### src/rtl/fp16_vec_accum_if.sv
// ============================================================================
// fp16_vec_accum_if : operand stream in, reduction result out (valid/ready)
// Rev 1.0
// ============================================================================
`default_nettype none

interface fp16_vec_accum_if #(
    parameter int CNT_W = 8
);
    logic             in_valid;
    logic             in_ready;
    logic [15:0]      in_data;
    logic             in_last;
    logic             out_valid;
    logic             out_ready;
    logic [15:0]      out_data;
    logic [CNT_W-1:0] out_count;
    logic             out_inf;
    logic             out_cnt_sat;

    modport master (
        output in_valid, in_data, in_last, out_ready,
        input  in_ready, out_valid, out_data, out_count, out_inf, out_cnt_sat
    );

    modport slave (
        input  in_valid, in_data, in_last, out_ready,
        output in_ready, out_valid, out_data, out_count, out_inf, out_cnt_sat
    );
endinterface

`default_nettype wire

### src/rtl/fp16_vec_accum.sv
// ============================================================================
// fp16_vec_accum : streaming FP16 vector reduction (running sum, count, flags)
// Rev 1.0
// ============================================================================
`default_nettype none

module float_adder (
    input  wire logic [15:0] i_a,
    input  wire logic [15:0] i_b,
    output logic      [15:0] o_sum
);
    logic        w_a_big;
    logic [15:0] w_big;
    logic [15:0] w_sml;
    logic [5:0]  w_eb;
    logic [5:0]  w_es;
    logic [10:0] w_mb;
    logic [10:0] w_ms;
    logic [5:0]  w_diff;
    logic [13:0] w_align;
    logic [14:0] w_sum;
    logic [3:0]  w_lz;
    logic [5:0]  w_shift;
    logic [13:0] w_norm;
    logic [6:0]  w_exp;

    always_comb begin
        // Magnitude order falls out of an unsigned compare of exponent|mantissa.
        w_a_big = (i_a[14:0] >= i_b[14:0]);
        w_big   = w_a_big ? i_a : i_b;
        w_sml   = w_a_big ? i_b : i_a;
        w_eb    = {1'b0, (w_big[14:10] == 5'd0) ? 5'd1 : w_big[14:10]};
        w_es    = {1'b0, (w_sml[14:10] == 5'd0) ? 5'd1 : w_sml[14:10]};
        w_mb    = {|w_big[14:10], w_big[9:0]};
        w_ms    = {|w_sml[14:10], w_sml[9:0]};
        w_diff  = w_eb - w_es;
        w_align = (w_diff > 6'd13) ? 14'd0 : ({w_ms, 3'b000} >> w_diff);

        if (w_big[15] ^ w_sml[15])
            w_sum = {1'b0, w_mb, 3'b000} - {1'b0, w_align};
        else
            w_sum = {1'b0, w_mb, 3'b000} + {1'b0, w_align};

        w_lz = 4'd14;
        for (int i = 0; i < 14; i++) begin
            if (w_sum[i])
                w_lz = 4'(13 - i);
        end

        w_shift = 6'd0;
        w_norm  = 14'd0;
        w_exp   = 7'd0;
        if (w_sum[14]) begin
            w_norm = w_sum[14:1];
            w_exp  = {1'b0, w_eb} + 7'd1;
        end else begin
            // Left-normalise, but never below exponent 1 (denormal range).
            w_shift = ({2'b00, w_lz} > (w_eb - 6'd1)) ? (w_eb - 6'd1) : {2'b00, w_lz};
            w_norm  = w_sum[13:0] << w_shift;
            w_exp   = {1'b0, w_eb - w_shift};
            if (!w_norm[13])
                w_exp = 7'd0;
        end

        if (w_sum == 15'd0)
            o_sum = 16'h0000;
        else if (w_exp >= 7'd31)
            o_sum = {w_big[15], 5'h1F, 10'h000};
        else
            o_sum = {w_big[15], w_exp[4:0], w_norm[12:3]};
    end
endmodule

module fp16_vec_accum #(
    parameter int CNT_W = 8
) (
    input  wire logic        clk,
    input  wire logic        rst_n,
    fp16_vec_accum_if.slave  bus
);
    typedef enum logic [1:0] {
        ST_IDLE = 2'd0,
        ST_ACC  = 2'd1,
        ST_HOLD = 2'd2
    } state_t;

    state_t           r_state;
    state_t           w_state_nxt;
    logic [15:0]      r_acc;
    logic [15:0]      w_acc_nxt;
    logic [CNT_W-1:0] r_cnt;
    logic [CNT_W-1:0] w_cnt_nxt;
    logic             r_inf;
    logic             w_inf_nxt;
    logic             r_sat;
    logic             w_sat_nxt;
    logic             w_in_ready;
    logic             w_accept;
    logic             w_start;
    logic [15:0]      w_add_sum;

    float_adder u_add (
        .i_a   (r_acc),
        .i_b   (bus.in_data),
        .o_sum (w_add_sum)
    );

    assign w_in_ready = (r_state != ST_HOLD) | bus.out_ready;
    assign w_accept   = bus.in_valid & w_in_ready;
    // A beat accepted while the result drains opens the next vector directly.
    assign w_start    = w_accept & (r_state != ST_ACC);

    always_ff @(posedge clk or negedge rst_n) begin
        if (!rst_n) begin
            r_state <= ST_IDLE;
            r_acc   <= 16'h0000;
            r_cnt   <= '0;
            r_inf   <= 1'b0;
            r_sat   <= 1'b0;
        end else begin
            r_state <= w_state_nxt;
            r_acc   <= w_acc_nxt;
            r_cnt   <= w_cnt_nxt;
            r_inf   <= w_inf_nxt;
            r_sat   <= w_sat_nxt;
        end
    end

    always_comb begin
        w_state_nxt = r_state;
        w_acc_nxt   = r_acc;
        w_cnt_nxt   = r_cnt;
        w_inf_nxt   = r_inf;
        w_sat_nxt   = r_sat;

        case (r_state)
            ST_IDLE, ST_HOLD: begin
                if (w_start) begin
                    w_acc_nxt   = bus.in_data;
                    w_cnt_nxt   = CNT_W'(1);
                    w_inf_nxt   = (bus.in_data[14:10] == 5'h1F);
                    w_sat_nxt   = 1'b0;
                    w_state_nxt = bus.in_last ? ST_HOLD : ST_ACC;
                end else if (r_state == ST_HOLD && bus.out_ready) begin
                    w_state_nxt = ST_IDLE;
                end
            end
            ST_ACC: begin
                if (w_accept) begin
                    if (!r_inf) begin
                        w_acc_nxt = w_add_sum;
                        w_inf_nxt = (w_add_sum[14:10] == 5'h1F);
                    end
                    if (&r_cnt)
                        w_sat_nxt = 1'b1;
                    else
                        w_cnt_nxt = r_cnt + CNT_W'(1);
                    if (bus.in_last)
                        w_state_nxt = ST_HOLD;
                end
            end
            default: w_state_nxt = ST_IDLE;
        endcase
    end

    assign bus.in_ready    = w_in_ready;
    assign bus.out_valid   = (r_state == ST_HOLD);
    assign bus.out_data    = r_acc;
    assign bus.out_count   = r_cnt;
    assign bus.out_inf     = r_inf;
    assign bus.out_cnt_sat = r_sat;
endmodule

`default_nettype wire

### src/flat_wrapper.sv
// flat-port wrapper written by rule: the top's interface ports become plain ports
module fp16_vec_accum_flat 
#(
    parameter int CNT_W = 8
)
  (clk, rst_n, bus_in_valid, bus_in_data, bus_in_last, bus_out_ready, bus_in_ready, bus_out_valid, bus_out_data, bus_out_count, bus_out_inf, bus_out_cnt_sat);
  fp16_vec_accum_if #(.CNT_W(CNT_W)) bus_i ();
  input  wire logic clk;
  input  wire logic rst_n;
  input wire logic [$bits(bus_i.in_valid)-1:0] bus_in_valid;
  input wire logic [$bits(bus_i.in_data)-1:0] bus_in_data;
  input wire logic [$bits(bus_i.in_last)-1:0] bus_in_last;
  input wire logic [$bits(bus_i.out_ready)-1:0] bus_out_ready;
  output wire logic [$bits(bus_i.in_ready)-1:0] bus_in_ready;
  output wire logic [$bits(bus_i.out_valid)-1:0] bus_out_valid;
  output wire logic [$bits(bus_i.out_data)-1:0] bus_out_data;
  output wire logic [$bits(bus_i.out_count)-1:0] bus_out_count;
  output wire logic [$bits(bus_i.out_inf)-1:0] bus_out_inf;
  output wire logic [$bits(bus_i.out_cnt_sat)-1:0] bus_out_cnt_sat;
  assign bus_i.in_valid = bus_in_valid;
  assign bus_i.in_data = bus_in_data;
  assign bus_i.in_last = bus_in_last;
  assign bus_i.out_ready = bus_out_ready;
  assign bus_in_ready = bus_i.in_ready;
  assign bus_out_valid = bus_i.out_valid;
  assign bus_out_data = bus_i.out_data;
  assign bus_out_count = bus_i.out_count;
  assign bus_out_inf = bus_i.out_inf;
  assign bus_out_cnt_sat = bus_i.out_cnt_sat;
  fp16_vec_accum #(.CNT_W(CNT_W)) u_core (.clk(clk), .rst_n(rst_n), .bus(bus_i));
endmodule
### config.mk
export PLATFORM = sky130hd
export DESIGN_NAME = fp16_vec_accum_flat
export DESIGN_NICKNAME = d
export VERILOG_FILES = /design/src/rtl/fp16_vec_accum_if.sv /design/src/rtl/fp16_vec_accum.sv /design/src/flat_wrapper.sv
export SDC_FILE = /design/constraint.sdc
export NUM_CORES = 1
export LEC_CHECK = 0
export CAP_MARGIN = 25
export CORE_MARGIN = 2
export CORE_UTILIZATION = 60
export CTS_CLUSTER_DIAMETER = 30
export DETAILED_ROUTE_END_ITERATION = 12
export PLACE_DENSITY = 0.81
export SLEW_MARGIN = 20
export SYNTH_ARGS = -nofsm -noshare
export SYNTH_HDL_FRONTEND = slang
export SYNTH_SLANG_ARGS = --single-unit
### constraint.sdc
create_clock -name clk -period 14.5 [get_ports clk]
set_input_delay 2.9 -clock clk [delete_from_list [all_inputs] [get_ports clk]]
set_output_delay 2.9 -clock clk [all_outputs]
set_load 0.05 [all_outputs]
**After elaboration in Yosys (flattened, before gate mapping)**

Index checks and enable logic that the tools add are counted.

- Memories: 0
- Output and inout port bits: 28
- Bits in latches: 0
- Register bits: 28
- RAM bits: 0
- Bits in read-only memories: 0
- Input bits: 21
- Word-level logic and storage cells: 98

- Reductions and logical operators: 15
- Add/subtract/negate cells: 7
- Shifts and indexed selects: 2
- $lt $le $gt $ge: 4
- Multipliers: 0
- Mux-type cells: 48
- Equal/unequal tests: 13
- Div/mod/pow operators: 0
- Bitwise gates (word level): 4

Operators by type and width:

| kind | number |
|---|---|
| 16-bit two-way mux | 6 |
| 4-bit two-way mux | 13 |
| 16-bit case mux with 2 select lines | 1 |
| 15-bit two-way mux | 2 |
| 8-bit two-way mux | 3 |
| 6-bit two-way mux | 3 |
| 8-bit case mux with 2 select lines | 1 |
| 14-bit by 14-bit adder with 15-bit output | 1 |
| 15-bit greater-or-equal comparator | 1 |
| 15-bit logical NOT | 1 |
| 14-bit by 14-bit subtractor with 15-bit output | 1 |
| 14-bit two-way mux | 1 |
| 14-bit by 6-bit << shifter with 14-bit output | 1 |
| 14-bit by 6-bit right shift with 14-bit output | 1 |
| 13-bit two-way mux | 1 |
| 2-bit two-way mux | 6 |
| 4-bit AND reduction | 3 |
| 5-bit == test, second input constant | 2 |
| 5-bit logical NOT | 2 |
| 5-bit two-way mux | 2 |
| 5-bit OR reduction | 2 |
| 8-bit by 1-bit adder with 8-bit output, second input constant | 1 |
| 2-bit by 1-bit inequality test with 1-bit output, second input constant | 4 |
| 2-bit inequality test, second input constant | 4 |
| 22 further kinds | 30 |

**Logic depth before layout (Yosys ltp)**

- Word-level depth: 35
- Depth in mapped cells: 66
- Mapped depth without buffers: 61

**Modules after synthesis**

From an unflattened synthesis, not the netlist that was laid out.

- Cell total of the unflattened synthesis: 932
- Area total of the unflattened synthesis: 6475.0 sq um

By module, submodules not included:

| module | area each (sq um) | instances | cells an instance | seq. area each (sq um) |
|---|---|---|---|---|
| float_adder | 5059.9 | 1 | 770 | 0.0 |
| fp16_vec_accum | 1415.1 | 1 | 162 | 700.7 |

**Least setup slack after synthesis**

No wires, ideal clock.

- Kind: input port to flip-flop
- From: in bus_in_data[13]
- To: reg u_core.r_acc[6] (netlist: u_core.bus.out_data[6])
- Cell stages on the path: 59
- Setup slack: 335 ps
- Arrival time: 14087 ps
- Library setup time: 78 ps
- Path buffers: 7
- Required time: 14422 ps
- Path through: buf_6 inv_1 ha_1 nand4_1 nor3_2 a21o_1 buf_6 buf_4 nor2_1 a21oi_1 nand4_1 nand2_1 inv_1 ha_1 fa_1 inv_1 clkbuf_1 mux4_2 [23 not listed] buf_2 nor2_1 a31o_1 a311o_1 nor2_1 buf_2 inv_1 ha_1 fa_1 o21ai_0 a21oi_1 xor2_1 o22ai_1 nand3_1 nand2_1 a211oi_4 a221oi_2 a21oi_1

- Cells in the longest elaborated chain, start to end: 34
- Elaborated cells between the ends (all ways): 47
- Those cells by class: add/sub (6); order compare (4); shift (2); mux (29); bitwise (1); reduce/logical (5)

Ends and longest elaborated chain:

| item | line | source |
|---|---|---|
| start, declared | flat_wrapper.sv:11 | `input wire logic [$bits(bus_i.in_data)-1:0] bus_in_data;` |
| 15-bit greater-or-equal comparator | fp16_vec_accum.sv:29 | `w_a_big = (i_a[14:0] >= i_b[14:0]);` |
| 16-bit two-way mux, on equally long branches | fp16_vec_accum.sv:30, fp16_vec_accum.sv:31 |  |
| 5-bit logical NOT, on equally long branches | fp16_vec_accum.sv:32, fp16_vec_accum.sv:33 |  |
| 5-bit two-way mux, on equally long branches | fp16_vec_accum.sv:32, fp16_vec_accum.sv:33 |  |
| 5-bit by 5-bit subtractor with 6-bit output | fp16_vec_accum.sv:36 | `w_diff = w_eb - w_es;` |
| 6-bit by 4-bit greater-than comparator with 1-bit output or 14-bit by 6-bit right shift with 14-bit output (tied branches) | fp16_vec_accum.sv:37 | `w_align = (w_diff > 6'd13) ? 14'd0 : ({w_ms, 3'b000} >> w_diff);` |
| 14-bit two-way mux | fp16_vec_accum.sv:37 |  |
| 14-bit by 14-bit adder with 15-bit output or 14-bit by 14-bit subtractor with 15-bit output (tied branches) | fp16_vec_accum.sv:42, fp16_vec_accum.sv:40 |  |
| [18 not listed] | - |  |
| 6-bit two-way mux | fp16_vec_accum.sv:61 | `if (!w_norm[13])` |
| 6-bit two-way mux | fp16_vec_accum.sv:53 | `if (w_sum[14]) begin` |
| 7-bit by 5-bit greater-or-equal comparator with 1-bit output | fp16_vec_accum.sv:67 | `else if (w_exp >= 7'd31)` |
| 15-bit two-way mux | fp16_vec_accum.sv:67 |  |
| 16-bit two-way mux * | fp16_vec_accum.sv:65 | `if (w_sum == 15'd0)` |
| 16-bit two-way mux * | fp16_vec_accum.sv:150 | `if (!r_inf) begin` |
| 16-bit two-way mux * | fp16_vec_accum.sv:149 | `if (w_accept) begin` |
| 16-bit case mux with 2 select lines * | fp16_vec_accum.sv:136 | `case (r_state)` |
| end signal, assigned | fp16_vec_accum.sv:122 | `r_acc <= w_acc_nxt;` |
| end, declared | fp16_vec_accum.sv:89 | `logic [15:0] r_acc;` |

Every way passes the cells marked *; elsewhere a longest branch is shown, timed or not. The select of a mux whose other input is x is not followed.
A chain may end at the register's enable or synchronous reset.

**Worst setup path after layout**

- From: in bus_in_data[4]
- To: reg u_core.r_acc[6] (netlist: u_core.bus.out_data[6])

The elaborated chain is that of the path after synthesis.

==> impl_summary.txt <==
----------------------------------------------------
[Status]
  Status ... completed

[Setup path]
  CP endpoint kind ... flop
  Top fanout value on the critical path ... 14
  Kind of critical path ... input port to flop
  Reg2reg end ... u_core.bus.out_data[6]
  Slack of the worst reg-to-reg path ... 3.27 ns
  Launch instance of the worst register-to-register path ... u_core.bus.out_data[0]
  Delay contributed by the slowest stage of the critical path ... 0.63 ns
  Cell depth of the worst flop-to-flop path ... 56
  Kind of start point of the critical path ... input port
  Worst endpoint data arrival time ... 13.93 ns
  Required time worst endpoint ... ~15 ns
  Standard cell with the maximum stage delay on the critical path ... fa_2

[Yosys]
  Instance count of the mapped netlist ... 912
  Predominant post-synthesis flop cell ... dfrtp_1
  Part of the Yosys area used for sequential elements ... 0.107
  Syn_nets ... 989
  Synth top area cells ... dfrtp_1 11%, ha_1 10%, nor2_1 5.8%
  Ys Warns ... 0
  Synth top area share ... 0.107
  Commonest cells in the synthesized netlist ... 101 x nor2_1, 83 x nand2_1, 74 x a21oi_1
  Most repeated cell in the gate-level netlist after synthesis ... nor2_1
  Share of flip-flops with an asynchronous set or reset after synthesis ... 1.00
  Post-synthesis sequential element count ... 28
  Number of library cell types mapped by synthesis ... 97
  Top cell type by total area after synthesis ... dfrtp_1
  Area of the mapped netlist ... 0.00656 sq mm
  Average instance area after synthesis ... 7.19 sq um
  Post-synth EDFFs ... 0

[GRT]
  Via count of the first global-routing pass ... 6548
  Wire length of the first global-routing pass ... 34100 um
  Pin count of the biggest net entering global routing ... 38
  Total overflow reported by the global router ... 0
  Total global routing track utilization ... 0.366
  Number of antenna violations at the first check in global routing ... 0

[Min path]
  Hold path depth ... 1
  WHS Endpoint ... u_core.r_state[1]
  Hold/Removal Path Class ... flop to flop
  HP Start ... u_core.r_state[1]

[Finish]
  Count of non-filler cells in the finished layout ... 1106
  Total number of nets in the final design ... roughly 1000
  Filler cell count ... 966
  Flip-flop and latch area ... 701 sq um
  Synthesis-to-finish area growth ... 15.2%
  Antenna diode count ... 0
  Total area of multi-input combinational cells ... approximately 0.0055 sq mm
  Ratio of cells with drive above 1 in the final layout ... 0.146

[STA]
  Final hold vios ... 0
  Maximum clock skew at final layout ... 0.00277 ns
  Portion of the clock cycle consumed by the worst path in the final layout ... 0.950
  Final critical delay including setup and external delays ... between 10 and 15 ns
  Max-slew headroom ... 0.330
  Pin slew with the least headroom to its limit ... about 1 ns
  Final slew viol count ... 0
  Highest Clock Rate ... 0.0726 GHz
  Final setup vio count ... 0

[Die]
  Number of I/O pins ... 49
  Die extent in x ... 109 um
  Overall die area ... 0.0118 sq mm
  Effective utilization at floorplan ... 0.610
  Area of the placeable core ... ~0.011 sq mm
  Height of the die ... around 110 um
  Cell row count ... 38

[CTS]
  Clock latency of the later-clocked register in the worst-skew pair ... 0.29 ns
  Maximum number of buffers from clock root to sink ... 2
  Clock tree from TritonCTS ... yes
  Clock slew seen by the registers of the worst setup and hold paths ... 0.11 ns
  Deepest level of the CTS H-tree ... 1
  Post-CTS Hold Buffers ... 0
  TritonCTS sink count ... 28
  Total CTS buffers ... 3
  Buffer type at the clock tree root ... clkbuf_8

[Placement]
  Port Buf Inserts ... 48
  Hpwl dp ... around 17000 um
  Post-Place Cells ... approximately 1100
  Final Wtd Congestion ... 1.03

[Routing]
  Per-cell routed wire length ... 20.0 um
  Final wirelength ... between 20000 and 25000 um
  Antenna violation net count after detailed routing ... 0
  Violation count after the first detailed-routing iteration ... 943
  First-pass iteration count of the detailed router ... 8
  Post-DR vias/cell ... between 6 and 7
  Residual DRC count ... 0
  DR vias ... 7434

[Run]
  Maxcap violations ... 0

----------------------------------------------------
-- what timing repair did --
item,4_1_cts,5_1_grt
gates resized for setup,0,24
endpoints found under the setup margin,0,16
hold endpoints to repair,0,0
setup buffers,0,13
-- routing by layer --
layer  up-vias  GRT usage  share of wire  wire length [um]
li1       3510          -              -                 -
met1      3474      0.514           0.44              9760
met2       392      0.596           0.45             10000
met3        58     0.0350          0.073              1610
met4         0      0.103          0.031               681
met5         -          0              0                 0
-- critical path, delay by kind of cell --
family | cells | cell delay, ns
XOR/XNOR | 1 | 0.16
AND/OR/NAND/NOR | 17 | 2.91
buffers and inverters | 7 | 1.36
adder cells (fa/ha/maj) | 7 | 2.34
AO/OA/AOI/OAI | 23 | 3.73
multiplexers | 2 | 0.53
-- stage by stage --
stage          setup WS (ns)  utilization  setup TNS, ns  hold WS [ns]  instance area (sq um)
3_5_place_dp         0.00859        0.677              0         0.459                   7270
4_1_cts                0.242        0.684              0         0.474                   7340
2_1_floorplan          0.335            -              0         0.441                   6560
5_1_grt              -0.0171        0.703        -0.0171         0.515                   7560
6_report               0.720        0.703              0         0.472                   7560
3_3_place_gp           0.257        0.677              0         0.458                   7270
-- cell type report --
type / count / area share
Inverter: 67 / 0.0338
Tap cell: 140 / 0.0232
Clock inverter: 1 / 0.00397
Timing Repair Buffer: 97 / 0.116
Timing Repair inverter: 1 / 0.000662
Multi-Input combinational cell: 769 / 0.725
Clock buffer: 3 / 0.00546
Sequential cell: 28 / 0.0927
-- worst max-delay path by stage --
stage | start | end | slack, ns | cells past startpoint
after floorplan | bus_in_data[13] | u_core.bus.out_data[6] | 0.34 | 59
after global placement | bus_in_data[6] | u_core.bus.out_data[6] | 0.26 | 58
after detailed placement | bus_in_data[12] | u_core.bus.out_data[8] | 0.009 | 56
after CTS | bus_in_data[12] | u_core.bus.out_data[8] | 0.24 | 56
after global routing | bus_in_data[5] | u_core.bus.out_data[6] | -0.02 | 57
final | bus_in_data[4] | u_core.bus.out_data[6] | 0.72 | 57
-- cell families after synthesis --
group                    count (synthesis)  synth area share
other                                    1          0.000572
multiplexers                            49            0.0830
buffers and inverters                  115            0.0725
flip-flops                              28             0.107
XOR/XNOR                                31            0.0477
adder cells (fa/ha/maj)                 56             0.110
AO/OA/AOI/OAI                          303             0.334
AND/OR/NAND/NOR                        329             0.245
-- cells in the final DEF (no fill, tap or decap), drive strengths merged, types with 28 or more instances in the layout --
cell / netlist / layout
nand2: 84 / 84
o21ai: 61 / 61
dfrtp: 28 / 28
mux2i: 33 / 33
buf: 16 / 49
a21oi: 78 / 78
inv: 65 / 64
ha: 53 / 53
nor2: 101 / 101
clkdlybuf4s50: 0 / 46
-- flip-flops by register name, summed over array words and instances, names as in the netlist --
signal,flops
u_core.bus.out_count,8
u_core.bus.out_data,16
u_core.r_state,2
u_core.bus.out_cnt_sat,1
u_core.bus.out_inf,1
Power is not shown: default switching activity piles up to over one toggle a cycle in this logic, so the estimate is an artifact.
